<file path="src/rtl/mm_pkg.sv">
// Shared definitions for the sequential multiply-accumulate block.
package mm_pkg;

    // Default operand/accumulator width and term-count width.
    localparam int unsigned DefW    = 16;
    localparam int unsigned DefLenW = 8;

    // Controller state encoding.
    typedef enum logic [1:0] {
        StIdle   = 2'd0,
        StClear  = 2'd1,
        StAccum  = 2'd2,
        StResult = 2'd3
    } state_e;

endpackage

</file>
<file path="src/rtl/mac_unit.sv">
// Combinational multiply-add: next accumulator value plus an overflow bit that is set
// when the full product does not fit in W bits or the addition carries out.
module mac_unit
    import mm_pkg::*;
#(
    parameter int unsigned W = DefW
) (
    input  logic [W-1:0] acc,
    input  logic [W-1:0] op_a,
    input  logic [W-1:0] op_b,
    output logic [W-1:0] acc_next,
    output logic         ovf
);

    logic [2*W-1:0] prod;
    logic [W:0]     sum;

    // Full-width product, then add the low half with a carry bit.
    always_comb begin
        prod     = {{W{1'b0}}, op_a} * {{W{1'b0}}, op_b};
        sum      = {1'b0, acc} + {1'b0, prod[W-1:0]};
        acc_next = sum[W-1:0];
        ovf      = (|prod[2*W-1:W]) | sum[W];
    end

endmodule

</file>
<file path="src/rtl/mac_seq.sv">
// Sequential dot-product engine: accepts 'length' operand pairs over a valid/ready
// handshake, accumulates their products modulo 2^W and presents the result until taken.
module mac_seq
    import mm_pkg::*;
#(
    parameter int unsigned W     = DefW,
    parameter int unsigned LEN_W = DefLenW
) (
    input  logic             clk,
    input  logic             reset,
    input  logic             start,
    input  logic [LEN_W-1:0] length,
    input  logic             op_valid,
    output logic             op_ready,
    input  logic [W-1:0]     op_a,
    input  logic [W-1:0]     op_b,
    output logic             res_valid,
    input  logic             res_ready,
    output logic [W-1:0]     res_data,
    output logic             ovf,
    output logic             busy,
    output logic [LEN_W-1:0] idx
);

    state_e           state_q, state_d;
    logic [W-1:0]     acc_q, acc_d;
    logic [LEN_W-1:0] idx_q, idx_d;
    logic [LEN_W-1:0] len_q, len_d;
    logic             ovf_q, ovf_d;

    logic [W-1:0]     mac_acc_next;
    logic             mac_ovf;

    mac_unit #(
        .W (W)
    ) u_mac_unit (
        .acc      (acc_q),
        .op_a     (op_a),
        .op_b     (op_b),
        .acc_next (mac_acc_next),
        .ovf      (mac_ovf)
    );

    // Next-state logic for the controller and the datapath registers.
    always_comb begin
        state_d = state_q;
        acc_d   = acc_q;
        idx_d   = idx_q;
        len_d   = len_q;
        ovf_d   = ovf_q;
        unique case (state_q)
            StIdle: begin
                if (start) begin
                    len_d   = length;
                    state_d = StClear;
                end
            end
            StClear: begin
                acc_d   = '0;
                idx_d   = '0;
                ovf_d   = 1'b0;
                state_d = (len_q == '0) ? StResult : StAccum;
            end
            StAccum: begin
                // op_ready is high throughout this state, so op_valid alone marks a transfer.
                if (op_valid) begin
                    acc_d = mac_acc_next;
                    idx_d = idx_q + LEN_W'(1);
                    ovf_d = ovf_q | mac_ovf;
                    if (idx_q == len_q - LEN_W'(1)) begin
                        state_d = StResult;
                    end
                end
            end
            StResult: begin
                if (res_ready) begin
                    state_d = StIdle;
                end
            end
            default: state_d = StIdle;
        endcase
    end

    // State and datapath registers with asynchronous reset.
    always_ff @(posedge clk or posedge reset) begin
        if (reset) begin
            state_q <= StIdle;
            acc_q   <= '0;
            idx_q   <= '0;
            len_q   <= '0;
            ovf_q   <= 1'b0;
        end else begin
            state_q <= state_d;
            acc_q   <= acc_d;
            idx_q   <= idx_d;
            len_q   <= len_d;
            ovf_q   <= ovf_d;
        end
    end

    // Outputs decoded only from registered state.
    always_comb begin
        op_ready  = (state_q == StAccum);
        res_valid = (state_q == StResult);
        res_data  = (state_q == StResult) ? acc_q : '0;
        busy      = (state_q != StIdle);
        ovf       = ovf_q;
        idx       = idx_q;
    end

endmodule
</file>
<file path="config.mk">
export PLATFORM = sky130hd
export DESIGN_NAME = mac_seq
export DESIGN_NICKNAME = d
export VERILOG_FILES = /design/src/rtl/mm_pkg.sv /design/src/rtl/mac_unit.sv /design/src/rtl/mac_seq.sv
export SDC_FILE = /design/constraint.sdc
export NUM_CORES = 1
export LEC_CHECK = 0
export ABC_CLOCK_PERIOD_IN_PS = 3800
export CAP_MARGIN = 10
export CORE_MARGIN = 1.5
export CORE_UTILIZATION = 55
export DETAILED_ROUTE_END_ITERATION = 7
export PLACE_DENSITY_LB_ADDON = 0.1
export SYNTH_ARGS = -nofsm -noshare
export SYNTH_HDL_FRONTEND = slang
export SYNTH_HIERARCHICAL = 1
export SYNTH_SLANG_ARGS = --single-unit
</file>
<file path="constraint.sdc">
create_clock -name clk -period 3.8 [get_ports clk]
set_input_delay 1.14 -clock clk [delete_from_list [all_inputs] [get_ports clk]]
set_output_delay 1.14 -clock clk [all_outputs]
set_load 0.005 [all_outputs]
</file>
## Yosys cells after proc, flatten, opt, wreduce, memory -nomap -nowiden

Index checks and enable logic that the tools add are counted.
W data, S select, Z words.

| word-level totals | value |
|---|---|
| register bits | 35 |
| bits in latches | 0 |
| memory bits (writable) | 0 |
| memory bits (read-only) | 0 |
| input port bits | 45 |
| output and inout bits | 28 |
| word-level logic and storage cells | 40 |
| memories kept | 0 |

| operators by class | value |
|---|---|
| $add $sub $neg | 3 |
| $mul | 1 |
| divide/modulo/power cells | 0 |
| order comparisons | 0 |
| eq/ne operators | 8 |
| shifts and indexed selects | 0 |
| multiplexer cells | 13 |
| bitwise gates (word level) | 2 |
| reduce and logical (&&, ||, !) cells | 8 |

Operator list:

| cell | number |
|---|---|
| $mul A16 B16 Y32 | 1 |
| $mux W16 | 2 |
| $pmux W16 S2 | 1 |
| $add A16 B16 Y17 | 1 |
| $pmux W8 S2 | 1 |
| $reduce_or A16 Y1 | 1 |
| $add A8 B1 Y8 const B | 1 |
| $eq A8 B8 Y1 | 1 |
| $logic_not A8 Y1 | 1 |
| $mux W2 | 4 |
| $mux W8 | 1 |
| $pmux W2 S4 | 1 |
| $sub A8 B1 Y8 const B | 1 |
| $eq A2 B2 Y1 const B | 2 |
| $ne A2 B1 Y1 const B | 2 |
| $ne A2 B2 Y1 const B | 2 |
| $reduce_and A2 Y1 | 2 |
| $reduce_and A4 Y1 | 1 |
| $reduce_bool A2 Y1 | 2 |
| $eq A2 B1 Y1 const B | 1 |
| $logic_not A2 Y1 | 1 |
| $mux W1 | 2 |
| $or A1 B1 Y1 | 2 |
| $pmux W1 S2 | 1 |

## Longest topological paths before layout

Gate-level depths: netlist of run 1.

| depth | value |
|---|---|
| depth in word-level cells | 6 |
| mapped depth | 32 |
| mapped depth without buffers | 31 |

## By module

The synthesis of run 1 kept the hierarchy.

Modules (own cells, without submodules):

| module | instances | cells an instance | area an instance (µm²) | seq. area each (µm²) |
|---|---|---|---|---|
| mac_unit | 1 | 1,109 | 9,519.1 | 0.0 |
| mac_seq | 1 | 164 | 1,818.0 | 875.8 |

## Worst setup path after synthesis of run 1

No wires, ideal clock.

| path | value |
|---|---|
| path type | input-to-reg |
| start point | in op_b[1] |
| end point | reg ovf_q, in the netlist ovf |
| library setup time | 127 ps |
| arrival | 7,643 ps |
| data required time | 3,673 ps |
| path slack | -3,969 ps |
| stages | 30 |
| buffers on the path | 1 |
| cell sequence | clkbuf_1 -> nand2_1 -> fa_1 -> fa_1 -> fa_1 -> inv_1 -> ha_1 -> fa_1 -> inv_1 -> fa_1 -> inv_1 -> ha_1 -> or4_4 -> o21ai_2 -> a21oi_1 -> a21o_1 -> a21oi_1 -> xnor2_1 -> ha_1 -> a21o_1 -> a21oi_1 -> nor2b_1 -> a2111oi_0 -> nand4_1 -> nor4b_2 -> nand4_1 -> nor4_2 -> nand4_1 -> a21oi_1 -> nor2_1 |

| between the ends | value |
|---|---|
| cells in the longest elaborated chain, start to end | 6 |
| elaborated cells between the ends (all ways) | 7 |
| those cells by class | 1 x add/sub; 1 x mul; 2 x mux; 2 x bitwise; 1 x reduce/logical |

Ends and longest elaborated chain:

| what | line | source |
|---|---|---|
| start: declaration | mac_seq.sv:16 | `input logic [W-1:0] op_b,` |
| $mul A16 B16 Y32 (*) | mac_unit.sv:20 | `prod = {{W{1'b0}}, op_a} * {{W{1'b0}}, op_b};` |
| $add A16 B16 Y17 or $reduce_or A16 Y1 (tied branches) | mac_unit.sv:21, mac_unit.sv:23 |  |
| $or A1 B1 Y1 (*) | mac_unit.sv:23 | `ovf = (\|prod[2*W-1:W]) \| sum[W];` |
| net mac_ovf | mac_seq.sv:32 | `logic mac_ovf;` |
| $or A1 B1 Y1 (*) | mac_seq.sv:69 | `ovf_d = ovf_q \| mac_ovf;` |
| $mux W1 (*) | mac_seq.sv:66 | `if (op_valid) begin` |
| $pmux W1 S2 (*) | mac_seq.sv:51 | `unique case (state_q)` |
| end signal: assignment | mac_seq.sv:97 | `ovf_q <= ovf_d;` |
| end: declaration | mac_seq.sv:29 | `logic ovf_q, ovf_d;` |

Mark *: on every way through the listed nets, which the timed path passes. The rest lies on a longest branch. The select of a mux whose other input is x is not followed.
A chain may end at the register's enable or synchronous reset.

## Worst setup path in the final report of run 1

| path | value |
|---|---|
| start point | in op_a[6] |
| end point | reg ovf_q, in the netlist ovf |

| between the ends | value |
|---|---|
| cells in the longest elaborated chain, start to end | 6 |
| elaborated cells between the ends (all ways) | 7 |
| those cells by class | 1 x add/sub; 1 x mul; 2 x mux; 2 x bitwise; 1 x reduce/logical |

Ends and longest elaborated chain:

| what | line | source |
|---|---|---|
| start: declaration | mac_seq.sv:15 | `input logic [W-1:0] op_a,` |
| $mul A16 B16 Y32 (*) | mac_unit.sv:20 |  |
| $add A16 B16 Y17 or $reduce_or A16 Y1 (tied branches) | mac_unit.sv:21, mac_unit.sv:23 |  |
| $or A1 B1 Y1 (*) | mac_unit.sv:23 |  |
| net mac_ovf | mac_seq.sv:32 |  |
| $or A1 B1 Y1 (*) | mac_seq.sv:69 |  |
| $mux W1 (*) | mac_seq.sv:66 |  |
| $pmux W1 S2 (*) | mac_seq.sv:51 |  |

Marked as above.

==> results of run 1 <==
==> worst max path at each step <==
| stage | from | to | slack (ns) | cells past startpoint |
|---|---|---|---|---|
| after floorplan | op_b[4] | ovf | -3.71 | 31 |
| after global placement | op_a[5] | ovf | -4.52 | 30 |
| after global routing | op_b[2] | ovf | -4.20 | 31 |
| final | op_a[6] | ovf | -3.82 | 31 |
| after detailed placement | op_a[5] | ovf | -4.62 | 30 |
| after CTS | op_a[2] | ovf | -3.85 | 31 |
==> worst register-to-register path: cells and delay by family (launching register included) <==
family,cells,cell delay (ns)
simple gates,6,0.72
fa+ha+maj,2,0.73
flops,1,0.41
buf+inv,1,0.20
compound gates,5,1.15
==> Yosys cell counts, types with 12 or more instances <==
master                       n
sky130_fd_sc_hd__a22o_1     19
sky130_fd_sc_hd__nor2_1     42
sky130_fd_sc_hd__a21o_1     18
sky130_fd_sc_hd__nand4_1    12
sky130_fd_sc_hd__ha_1      127
sky130_fd_sc_hd__xor2_1     13
sky130_fd_sc_hd__o21ai_0    20
sky130_fd_sc_hd__inv_1     229
sky130_fd_sc_hd__clkbuf_1   42
sky130_fd_sc_hd__nand2_1   153
sky130_fd_sc_hd__a21oi_1    31
sky130_fd_sc_hd__and2_1    147
sky130_fd_sc_hd__fa_1      195
sky130_fd_sc_hd__xnor2_1    33
sky130_fd_sc_hd__dfrtp_1    35
==> final cells by class <==
| cell class | instances | area [um^2] | share of cell area |
|---|---|---|---|
| clock inverter | 3 | 46.29 | 0.003063 |
| tap | 270 | 337.8 | 0.02235 |
| clock buffer | 5 | 125.1 | 0.008279 |
| multi-input combinational | 957 | 10150 | 0.6715 |
| inverter | 229 | 862.1 | 0.05704 |
| timing repair buffer | 320 | 2718 | 0.1798 |
| sequential | 35 | 875.8 | 0.05795 |
==> per-stage QoR <==
stage	cell area [um^2]	std cells	TNS, ns	setup WS (ns)
floorplan	11600	1273	-25.43	-3.715
global route	15110	1819	-32.15	-4.196
finish	15110	1819	-30.15	-3.823
detailed placement	14000	1778	-39.65	-4.615
global placement	14000	1778	-39.13	-4.521
CTS	14820	1813	-31.42	-3.851
==> state kept, by name, indices dropped and copies added (netlist names) <==
register,flops
acc_q,16
idx,8
len_q,8
state_q,2
ovf,1
==> kinds of logic after synthesis <==
kind of cell	synth area share
adder cells (fa/ha/maj)	0.4845
multiplexers	0.01534
XOR/XNOR	0.03554
buffers and inverters	0.09469
AND/OR/NAND/NOR	0.1854
AO/OA/AOI/OAI	0.1073
flip-flops	0.07725
==> routing by layer <==
metal  GRT usage  part of all wire
met2      0.5073              0.50
met1      0.3907              0.43
met4     0.06313             0.019
met3     0.03906             0.050
met5           0                 0
==> what timing repair did <==
action,CTS,global route
pin swaps,114,70
hold buffers,0,0
resized for setup,183,75
endpoints found under the setup margin,14,14
buffers inserted,31,10
endpoints found under the hold margin,0,0
==> implementation parameters, run 1 <==
Parameter                              Value

Setup path
  Delay-heaviest family, CP ... adder cells
  Data arrival time of the critical path ... 7.77 ns
  CP max stage delay ... 0.55 ns
  Beginning of the worst register-to-register path ... acc_q[0]
  Worst-path fanout max ... 6
  Buffering stage count on the worst path with inverters included ... 6
  Critical Path Most Common Cell ... sky130_fd_sc_hd__fa_1
  CP Capture Type ... flip-flop
  Required time of the worst setup path ... 3.94 ns
  Worst-case reg-to-reg path depth ... 14
  Worst path slowest cell ... sky130_fd_sc_hd__fa_1
  R2R setup slack ... 0.46 ns
  Crit Path Class ... input port to flip-flop
  Worst reg2reg endpoint ... ovf
  Crit path launch type ... input port

Synth
  Synthesized net count ... around 1600
  Top cells by area, synth ... sky130_fd_sc_hd__fa_1 (34%), sky130_fd_sc_hd__ha_1 (14%), sky130_fd_sc_hd__and2_1 (8.1%), sky130_fd_sc_hd__dfrtp_1 (7.7%), sky130_fd_sc_hd__inv_1 (7.6%)
  Number of synthesized flops with an enable pin ... 0
  Fraction of post-synthesis cell area in the top cell type by area ... 0.3443
  Yosys top cell by area ... sky130_fd_sc_hd__fa_1
  Cell Area, Synth ... 11340 um^2
  Post-Synthesis Cells ... between 1000 and 1500
  Mean instance size in the synthesized netlist ... between 8 and 9 um^2
  Synthesized flop and latch total ... 35
  Post-synthesis async set-or-reset flop share ... 1.000
  Post-synth cell types ... a little under 70
  Flip-flop cell with the highest count after synthesis ... sky130_fd_sc_hd__dfrtp_1
  Total of warnings raised by yosys ... 6
  Part of the Yosys area used for sequential elements ... 0.07725

Hold path
  WHS Endpoint ... acc_q[14]
  Worst hold path stage count ... 1
  Hold Crit Class ... flip-flop to flip-flop
  Origin of the worst min-delay path ... acc_q[14]

STA
  Fraction of the cycle the final worst path needs ... 2.006
  Number of max-slew violations in the final report ... 0
  Relative slew margins ... 0.4275
  Clock Skew ... 0.005558 ns
  Unrepaired setup endpoints after global routing ... yes
  Smallest setup slack after layout ... -3.823 ns
  Number of hold-slack violations in the final timing report ... 0
  Transition time at the pin with the least slew margin ... between 0.8 and 0.9 ns
  Hold slack ... 0.5458 ns
  Maximum frequency from static timing analysis ... about 0.13 GHz
  Setup violation total in the final timing report ... 13
  Min Tclk post-route ... 7.623 ns

Clock network
  Worst-case clock buffer depth ... 2
  Clock latency reported for the late side of the worst-skew pair ... 0.28 ns
  CTS Root Cell ... sky130_fd_sc_hd__clkbuf_16
  Clock-pin transition on the worst setup and hold timing paths ... 0.06 ns
  Total number of clock tree sinks ... 35
  Clock tree from TritonCTS ... built
  Level count of the clock H-tree ... 2
  TritonCTS Buffers ... 5

Floorplanning
  Die area ... about 21000 um^2
  Die X-Extent ... 146.6 um
  Core region area ... 20230 um^2
  Overall die height ... 146.6 um
  Initial cell density of the core ... 0.5603
  Top-level port count ... 73
  Placement row count ... between 50 and 60

Finish
  Area growth syn-to-layout ... 33.31%
  Util after Layout ... 0.7469
  Layout fillers ... 1477
  Most common cell after layout, fill and taps aside ... sky130_fd_sc_hd__buf_4
  Share of post-route cells with drive strength above 1 ... 0.2718
  Number of inserted diodes ... 0
  Leading cell types in the layout, fill and taps excluded ... sky130_fd_sc_hd__buf_4 (224), sky130_fd_sc_hd__inv_1 (211), sky130_fd_sc_hd__fa_1 (187), sky130_fd_sc_hd__nand2_1 (146), sky130_fd_sc_hd__and2_1 (132)
  Final #Nets ... approximately 1900

Status
  Outcome ... finished with violations
  Violations in the final reports ... setup timing

GRT
  Vias in the first global route ... roughly 10000
  Maximum number of pins on one net before global-route repair ... 22
  Wire length of the first global-routing pass ... between 50000 and 60000 um
  Overflow left after global routing ... 0
  GRT Overall Usage ... 0.2920
  Antenna violations before repair ... 0

Drt
  Vias post-DR ... between 9000 and 10000
  Wire length reported by the detailed router ... around 30000 um
  Initial DRC count ... 379
  Average via count per standard cell ... 5.423
  Routed wire per std cell ... 16.56 um
  Detailed Routing Iterations Pass 1 ... 4
  Residual DRC count ... 0
  Antenna Violating Nets Remaining ... 0

Run
  Max-cap check violation count ... 0

Placement
  Final HPWL DP ... 24480 um
  Last weighted congestion value of the routability-driven placer ... 0.9513
  Quantity of I/O buffers inserted on ports ... 72
Power of run 1 is left out: the tool's default activity adds up to more than one toggle a clock period on the data nets, which glitch-free logic cannot reach.
==> run 2, diff against run 1 <==
--- a/config.mk
+++ b/config.mk
@@ -9,6 +9,7 @@
 export CAP_MARGIN = 10
 export CORE_MARGIN = 1.5
 export CORE_UTILIZATION = 55
+export CTS_CLUSTER_SIZE = 12
 export DETAILED_ROUTE_END_ITERATION = 7
 export PLACE_DENSITY_LB_ADDON = 0.1
 export SYNTH_ARGS = -nofsm -noshare
==> results of run 2 <==
Final layout, timing and power as in run 1 (identical DEF).
Power of run 2 is left out for the same reason.
==> run 3, diff against run 2 <==
--- a/config.mk
+++ b/config.mk
@@ -16,3 +16,4 @@
 export SYNTH_HDL_FRONTEND = slang
 export SYNTH_HIERARCHICAL = 1
 export SYNTH_SLANG_ARGS = --single-unit
+export TNS_END_PERCENT = 30
==> run 3 against run 2 <==
Effect of this change: the run still ends with setup timing left; clock skew increased by 0.0030 ns; non-clock buffer count decreased by 2; final area decreased by 1.7%; sequential share of layout area increased by 0.10 points; first-iteration DRC count increased by 12%; utilization decreased by 1.3 points; final cell count about the same; setup slack improved by 0.080 ns; flip-flop and latch count unchanged; via count decreased by 1.2%; register-to-register slack improved by 0.23 ns; critical path type unchanged; highest routed layer unchanged.
==> implementation parameters, run 3 (synthesis gave the netlist of run 1 again) <==
Parameter                              Value

Status
  Outcome ... finished with violations
  Violations in the final reports ... setup timing

Finish
  Leading cell types in the layout, fill and taps excluded ... sky130_fd_sc_hd__buf_4 (221), sky130_fd_sc_hd__inv_1 (214), sky130_fd_sc_hd__fa_1 (190), sky130_fd_sc_hd__nand2_1 (147), sky130_fd_sc_hd__and2_1 (136)
  Area growth syn-to-layout ... 31.02%
  Share of post-route cells with drive strength above 1 ... 0.2534
  Final cell count without fillers ... roughly 1800
  Register with the most flip-flops ... acc_q
  Max reg flops ... 16
  Util after Layout ... 0.7341
  Most common cell after layout, fill and taps aside ... sky130_fd_sc_hd__buf_4
  Final #Nets ... 1913

Placement
  Final HPWL DP ... 23650 um
  Quantity of I/O buffers inserted on ports ... 72
  Placed insts ... ~1800
  Last weighted congestion value of the routability-driven placer ... 0.8901

Clock network
  Worst-case clock buffer depth ... 2
  CTS Root Cell ... sky130_fd_sc_hd__clkbuf_16
  TritonCTS Buffers ... 5
  Total number of clock tree sinks ... 35
  Level count of the clock H-tree ... 2
  Clock tree from TritonCTS ... built
  Clock latency reported for the late side of the worst-skew pair ... about 0.29 ns
  Clock-pin transition on the worst setup and hold timing paths ... around 0.060 ns

Setup path
  Required time of the worst setup path ... approximately 4.0 ns
  CP Capture Type ... flip-flop
  Crit path launch type ... input port
  Delay-heaviest family, CP ... adder cells
  Data arrival time of the critical path ... 7.69 ns
  Critical Path Most Common Cell ... sky130_fd_sc_hd__fa_1
  Crit Path Class ... input port to flip-flop
  CP max stage delay ... 0.59 ns
  Buffering stage count on the worst path with inverters included ... 6
  Worst path slowest cell ... sky130_fd_sc_hd__fa_2
  Worst-path fanout max ... 3

STA
  Maximum frequency from static timing analysis ... 0.1326 GHz
  Unrepaired setup endpoints after global routing ... yes
  Relative slew margins ... 0.5728
  Fraction of the cycle the final worst path needs ... 1.985
  Setup violation total in the final timing report ... 13
  Number of max-slew violations in the final report ... 0
  Number of hold-slack violations in the final timing report ... 0
  Transition time at the pin with the least slew margin ... 0.6405 ns
  Smallest setup slack after layout ... -3.743 ns
  Hold slack ... 0.5250 ns
  Clock Skew ... 0.008586 ns
  Min Tclk post-route ... about 7.5 ns

Floorplanning
  Die X-Extent ... 146.6 um
  Core region area ... ~20000 um^2
  Top-level port count ... 73
  Placement row count ... 52
  Initial cell density of the core ... 0.5603
  Overall die height ... 146.6 um
  Die area ... 21480 um^2

Drt
  Residual DRC count ... 0
  Antenna Violating Nets Remaining ... 0
  Routed wire per std cell ... 16.17 um
  Initial DRC count ... 425
  Detailed Routing Iterations Pass 1 ... 5
  Vias post-DR ... 9750
  Wire length reported by the detailed router ... 29400 um
  Average via count per standard cell ... approximately 5.4

GRT
  Vias in the first global route ... 10347
  Overflow left after global routing ... 0
  GRT Overall Usage ... 0.2839
  Maximum number of pins on one net before global-route repair ... 36
  Antenna violations before repair ... 1
  Wire length of the first global-routing pass ... 49780 um

Run
  Max-cap check violation count ... 0

Hold path
  Hold Crit Class ... flip-flop to flip-flop
[run 3: cell count changes in the layout (fill, tap and decap cells not counted), moves of 4 or more]
cell and delta:
sky130_fd_sc_hd__buf_6 +6, sky130_fd_sc_hd__ha_4 -8, sky130_fd_sc_hd__and2_4 -4, sky130_fd_sc_hd__and2_1 +4, sky130_fd_sc_hd__buf_8 -4, sky130_fd_sc_hd__ha_1 +7
[run 3: repair_timing]
item,in CTS,in global routing
gates resized for setup,171,73
setup buffers,25,11
pin swaps,71,69
hold buffers,0,0
setup endpoints to repair,14,14
cloned,1,0
[run 3: layer usage]
layer  track usage  routed length, um
met3       0.03188               1276
met2        0.4972              14830
met1        0.3849              12810
met5             0                  0
met4       0.04949                482
[run 3: final cells by class]
type                       count  area [um^2]
multi-input combinational    957         9930
timing repair buffer         318         2694
inverter                     229        859.6
fill                        1547         5380
clock buffer                   6        138.9
antenna                        1        2.502
tap                          270        337.8
clock inverter                 2        16.27
sequential                    35        875.8
[run 3: metrics by stage]
stage                     TNS, ns  setup slack [ns]  cell area [um^2]
after detailed placement   -39.47            -4.664             13890
after global routing       -31.60            -4.104             14850
after CTS                  -29.28            -3.811             14520
after global placement     -39.03            -4.475             13890
after floorplan            -26.59            -3.715             11470
final                      -29.33            -3.743             14850
[run 3: path summary, 6_finish.rpt]
check,from,to,slack (ns),depth (start not counted)
min in group asynchronous,reset,len_q[7],1.26,3
worst min-delay path,acc_q[0],acc_q[0],0.53,1
worst min register to register,acc_q[0],acc_q[0],0.53,1
worst max-delay path,op_b[1],ovf,-3.74,31
max in group asynchronous,reset,ovf,2.21,3
worst max register to register,acc_q[0],ovf,0.69,14
Power of run 3 is left out for the same reason.
